==> src/rtl/mem_rr_arbiter.sv <==
// Round-robin arbiter that shares one single-port memory among NUM_REQ agents,
// running one transaction at a time and aborting any that the memory never acknowledges.
module mem_rr_arbiter #(
    parameter int WIDTH      = 8,
    parameter int DEPTH      = 16,
    parameter int ADDR_WIDTH = 4,
    parameter int NUM_REQ    = 4,
    parameter int TIMEOUT    = 64
) (
    input  logic                          clk,
    input  logic                          res,
    input  logic [NUM_REQ-1:0]            req_valid,
    input  logic [NUM_REQ-1:0]            req_wr_rd,
    input  logic [NUM_REQ*ADDR_WIDTH-1:0] req_addr,
    input  logic [NUM_REQ*WIDTH-1:0]      req_wdata,
    output logic [NUM_REQ-1:0]            req_done,
    output logic [NUM_REQ-1:0]            req_err,
    output logic [WIDTH-1:0]              rsp_rdata,
    output logic                          wr_rd,
    output logic [ADDR_WIDTH-1:0]         addr,
    output logic [WIDTH-1:0]              wdata,
    output logic                          valid,
    input  logic [WIDTH-1:0]              rdata,
    input  logic                          ready,
    output logic                          busy,
    output logic [$clog2(NUM_REQ)-1:0]    grant_id
);

    localparam int IDW = $clog2(NUM_REQ);
    localparam int CW  = $clog2(TIMEOUT);

    generate
        if (NUM_REQ < 2 || NUM_REQ > 16 || TIMEOUT < 2 || DEPTH > (1 << ADDR_WIDTH)) begin : g_bad_params
            $error("mem_rr_arbiter: illegal parameter combination");
        end
    endgenerate

    // Handshake: valid is raised with wr_rd/addr/wdata and holds them stable until an
    // edge where valid && ready are both high (transfer, rdata sampled on that edge) or
    // until the timeout aborts; valid always drops for at least one cycle afterwards.
    typedef enum logic {IDLE, BUSY} state_t;

    state_t          state;
    logic [IDW-1:0]  rr_ptr;
    logic [CW-1:0]   tmo_cnt;

    logic [ADDR_WIDTH-1:0] addr_arr  [NUM_REQ];
    logic [WIDTH-1:0]      wdata_arr [NUM_REQ];

    for (genvar gi = 0; gi < NUM_REQ; gi++) begin : g_unpack
        assign addr_arr[gi]  = req_addr[gi*ADDR_WIDTH +: ADDR_WIDTH];
        assign wdata_arr[gi] = req_wdata[gi*WIDTH +: WIDTH];
    end

    logic [2*NUM_REQ-1:0] req_dbl;
    logic [NUM_REQ-1:0]   req_rot;
    logic                 any_req;
    logic [IDW-1:0]       pick;
    logic [IDW:0]         sum;

    // Rotate so bit 0 is rr_ptr; the lowest set rotated bit wins, mapped back mod NUM_REQ.
    always_comb begin
        req_dbl = {req_valid, req_valid} >> rr_ptr;
        req_rot = req_dbl[NUM_REQ-1:0];
        any_req = |req_rot;
        pick    = '0;
        sum     = '0;
        for (int i = NUM_REQ - 1; i >= 0; i--) begin
            if (req_rot[i]) begin
                sum  = {1'b0, rr_ptr} + (IDW+1)'(i);
                pick = (sum >= (IDW+1)'(NUM_REQ)) ? IDW'(sum - (IDW+1)'(NUM_REQ)) : IDW'(sum);
            end
        end
    end

    logic [IDW-1:0]     next_ptr;
    logic [NUM_REQ-1:0] grant_oh;

    assign next_ptr = (grant_id == IDW'(NUM_REQ - 1)) ? '0 : grant_id + IDW'(1);
    assign grant_oh = NUM_REQ'(1) << grant_id;

    always_ff @(posedge clk or negedge res) begin
        if (!res) begin
            state     <= IDLE;
            rr_ptr    <= '0;
            tmo_cnt   <= '0;
            req_done  <= '0;
            req_err   <= '0;
            rsp_rdata <= '0;
            wr_rd     <= 1'b0;
            addr      <= '0;
            wdata     <= '0;
            valid     <= 1'b0;
            busy      <= 1'b0;
            grant_id  <= '0;
        end else begin
            req_done <= '0;
            req_err  <= '0;
            case (state)
                IDLE: begin
                    if (any_req) begin
                        grant_id <= pick;
                        wr_rd    <= req_wr_rd[pick];
                        addr     <= addr_arr[pick];
                        wdata    <= wdata_arr[pick];
                        valid    <= 1'b1;
                        busy     <= 1'b1;
                        tmo_cnt  <= '0;
                        state    <= BUSY;
                    end
                end
                BUSY: begin
                    if (valid && ready) begin
                        valid    <= 1'b0;
                        busy     <= 1'b0;
                        req_done <= grant_oh;
                        if (!wr_rd) begin
                            rsp_rdata <= rdata;
                        end
                        rr_ptr   <= next_ptr;
                        state    <= IDLE;
                    end else if (tmo_cnt == CW'(TIMEOUT - 1)) begin
                        // Memory never answered: close out the grant with an error pulse.
                        valid     <= 1'b0;
                        busy      <= 1'b0;
                        req_done  <= grant_oh;
                        req_err   <= grant_oh;
                        rsp_rdata <= '0;
                        rr_ptr    <= next_ptr;
                        state     <= IDLE;
                    end else begin
                        tmo_cnt <= tmo_cnt + CW'(1);
                    end
                end
                default: state <= IDLE;
            endcase
        end
    end

endmodule

==> config.mk <==
export PLATFORM = sky130hd
export DESIGN_NAME = mem_rr_arbiter
export DESIGN_NICKNAME = d
export VERILOG_FILES = /design/src/rtl/mem_rr_arbiter.sv
export SDC_FILE = /design/constraint.sdc
export NUM_CORES = 1
export LEC_CHECK = 0
export ABC_AREA = 1
export CORE_MARGIN = 2
export CORE_UTILIZATION = 40
export CTS_BUF_LIST = sky130_fd_sc_hd__clkbuf_4
export CTS_CLUSTER_DIAMETER = 40
export CTS_CLUSTER_SIZE = 25
export DETAILED_ROUTE_END_ITERATION = 12
export HOLD_SLACK_MARGIN = 0.1
export PLACE_DENSITY = 0.85
export SLEW_MARGIN = 30
export SYNTH_ARGS = -nofsm -noshare
export SYNTH_HDL_FRONTEND = slang
export SYNTH_SLANG_ARGS = --single-unit
export TNS_END_PERCENT = 10
==> constraint.sdc <==
create_clock -name clk -period 1.5 [get_ports clk]
set_input_delay 0.15 -clock clk [delete_from_list [all_inputs] [get_ports clk]]
set_output_delay 0.15 -clock clk [all_outputs]
set_load 0.05 [all_outputs]
==> run_results.csv <==
group,metric,value,unit
power_and_ir_drop,power_density,2585,nW/µm²
timing,period_share,117.1,%
cells_and_area,fin_nets,519,
routing,detailroute.via_count,2702,
floorplanning,io_pins,100,
routing,drt_first_pass_iters,5,
routing,drt_iter0_markers,123,
critical_path,rr_worst_depth,13,
synthesis,ys_seq_elements,41,
cells_and_area,seq_area,1030,µm²
global_routing,grt_pass1_vias,2677,
outcome,violations,"negative setup slack",
critical_path,path_buf_inv,3,
critical_path,cpPeakStageDelay,0.47,ns
synthesis,yosysSeqAreaShare,41.82,%
timing,setup_slack,-0.2568,ns
timing,rsz0062_at_grt,"true",
critical_path,setup.worst_path.class,"flip-flop to flip-flop",
synthesis,synth_nets,395,
critical_path,startpoint,"rr_ptr[0]",
critical_path,crit_family,"simple AND/OR/NAND/NOR gates",
clock_network,cts_tree,"done",
global_routing,grt_pass1_wl,11700,µm
place,io_buffers,99,
cells_and_area,postLayoutCellArea,4053,µm²
critical_path,timing.rr.end,"wdata[5]",
place,dp_hpwl,5366,µm
cells_and_area,diodes,0,
clock_network,cts_buffers,5,
synthesis,synth_area,2454,µm²
clock_network,ctsLongestPathBuffers,2,
cells_and_area,layout.cells.most_common,"nand3_1",
floorplanning,core,5921,µm²
clock_network,root_buffer,"clkbuf_4",
floorplanning,start_util,41.44,%
critical_path,crit_arrival,2.03,ns
critical_path,crit_fanout,7,
routing,drc,0,
outcome,status,"complete, but fails checks",
timing,hold_violations,0,
routing,drt_wl_total,7638,µm
synthesis,synth_cells,323,
cells_and_area,syn2layout_area_growth,65.17,%
timing,drv_slew,0,
critical_path,regToRegSetupSlack,-0.26,ns
critical_path,critPathCaptureType,"flip-flop",
global_routing,grt_use_total,22.60,%
timing,worst_clock_skew,0.01664,ns
power_and_ir_drop,power.leakage,1.943,nW
timing,final.setup.tns,-4.532,ns
power_and_ir_drop,power,10.48,mW
place,place_ws,-0.4235,ns
critical_path,path_cells,"clkinv_4 > nand2_2 > nand2_2 > inv_2 > nand2_2 > nand2_4 > nand3_4 > buf_12 > nand2_8 > nand2_1 > nand3_1 > nand3_1 > nand2_1",
clock_network,cts.reportedPaths.clkPinSlew,0.12,ns
timing,max_freq,0.5692,GHz
routing,ant_nets,0,
worst_hold_path,hold_path.class,"input pin to asynchronous set/reset pin",
run,drv_cap,0,
floorplanning,die_y,82.32,µm
critical_path,startpoint_type,"flip-flop",
cells_and_area,layout_common_cells,"nand3_1, nand2_1, clkdlybuf4s50_1",
floorplanning,dieArea,6777,µm²
cells_and_area,drive_gt1_share,31.54,%
critical_path,rr_startpoint,"rr_ptr[0]",
cells_and_area,multi_input_area,1476,µm²
cells_and_area,fill_cells,461,
routing,wl_per_cell,14.63,µm
synthesis,syn-mean-instance-area,7.596,µm²
synthesis,synth_cell_types,26,
critical_path,cpMostUsedCell,"nand2_2",
routing,vias_per_cell,5.176,
timing,setup_viol,24,
critical_path,crit_path_top_delay_cell,"dfrtp_2",
place,gp_congestion,0.9192,
power_and_ir_drop,ir_drop,1.404,mV
synthesis,ys_warn_count,0,
timing,worst_pin_slew,0.4507,ns
clock_network,clock_sinks,41,
critical_path,worstPathRequired,1.78,ns
global_routing,grt-ovfl-total,0,
floorplanning,die_w,82.32,µm
timing,period_minus_slack,1.757,ns
clock_network,h-tree-depth,2,
global_routing,grt_max_degree,21,
global_routing,antenna_found_initial,0,
clock_network,insertion_delay,0.34,ns
timing,max-slew-margin-rel,69.95,%
floorplanning,rows,28,
place,postPlaceCellArea,3606,µm²
registers in the layout (all words and copies together), names as in the netlist, 2 cells and up:
name and flops:
addr 4, req_err 4, grant_id 2, req_done 4, wdata 8, rsp_rdata 8, rr_ptr 2, tmo_cnt 6
cells in the mapped netlist:
cell type,count,area [µm²]
nand3_1,81,405.4
nand2_1,80,300.3
dfrtp_1,41,1026
inv_1,31,116.4
o21ai_0,14,70.07
nor2_1,13,48.80
nand2_2,10,62.56
buf_4,7,52.55
nand3_2,6,60.06
buf_2,5,25.02
ha_1,5,62.56
inv_2,5,18.77
a21oi_1,4,20.02
nand2_4,4,45.04
nor3_1,4,20.02
buf_6,3,33.78
a21oi_2,1,8.760
a21oi_4,1,16.27
inv_6,1,8.760
nand3b_1,1,7.510
nor4_1,1,6.260
o21a_1,1,7.510
o21ai_1,1,5.000
o21ai_2,1,8.760
xnor2_1,1,8.760
xor2_1,1,8.760
how the worst max path moves through the flow:
stage	to	slack, ns	depth (start not counted)
after detailed placement	addr[0]	-0.42	13
after floorplan	addr[0]	-0.07	12
final	wdata[5]	-0.26	13
after CTS	wdata[1]	-0.20	12
after global routing	wdata[6]	-0.38	13
after global placement	wdata[0]	-0.39	13
metrics by stage:
stage                     instances  utilization (%)  hold WS, ns
after global routing            522            68.45       0.3267
after detailed placement        503            60.90       0.1173
after global placement          503            60.90       0.1059
after CTS                       521            66.97       0.2808
after floorplan                 323                -      -0.1456
final                           522            68.45       0.2687
logic make-up (layout without fill, tap and decap cells):
| family | after synthesis | in the layout | share of synthesized area, % |
|---|---|---|---|
| buf+inv | 52 | 173 | 10.40 |
| fa+ha+maj | 5 | 5 | 2.550 |
| flops | 41 | 41 | 41.82 |
| compound gates | 23 | 23 | 5.559 |
| simple gates | 200 | 203 | 38.96 |
| xor+xnor | 2 | 2 | 0.7141 |
metal layers:
metal | GRT usage (%) | vias to the layer above | share of wire [%]
met5 | 0 | - | 0
met4 | 10.00 | 0 | 1.9
met3 | 3.043 | 14 | 6.1
met2 | 40.16 | 121 | 52
met1 | 27.08 | 1266 | 40
li1 | - | 1301 | -
area by class of cell:
type | instances | area share, %
sequential | 41 | 25.41
inverter | 37 | 3.674
clock buffer | 6 | 1.111
tap | 75 | 2.316
multi-input combinational | 233 | 36.43
timing repair buffer | 129 | 30.97
clock inverter | 1 | 0.09262
power by group:
group	internal [mW]	total (mW)	switching [mW]
combinational	3.07	8.02	4.96
clock	0.189	0.516	0.327
sequential	1.54	1.94	0.393
total	4.80	10.5	5.68
timing repair:
action	4_1_cts	5_1_grt
gates resized for setup	41	22
hold buffers	1	0
setup buffers	6	2
endpoints found under the hold margin	21	0
gates cloned	4	0
endpoints found under the setup margin	30	32
pin swaps	15	12
Power figures use the tool's default switching activity.
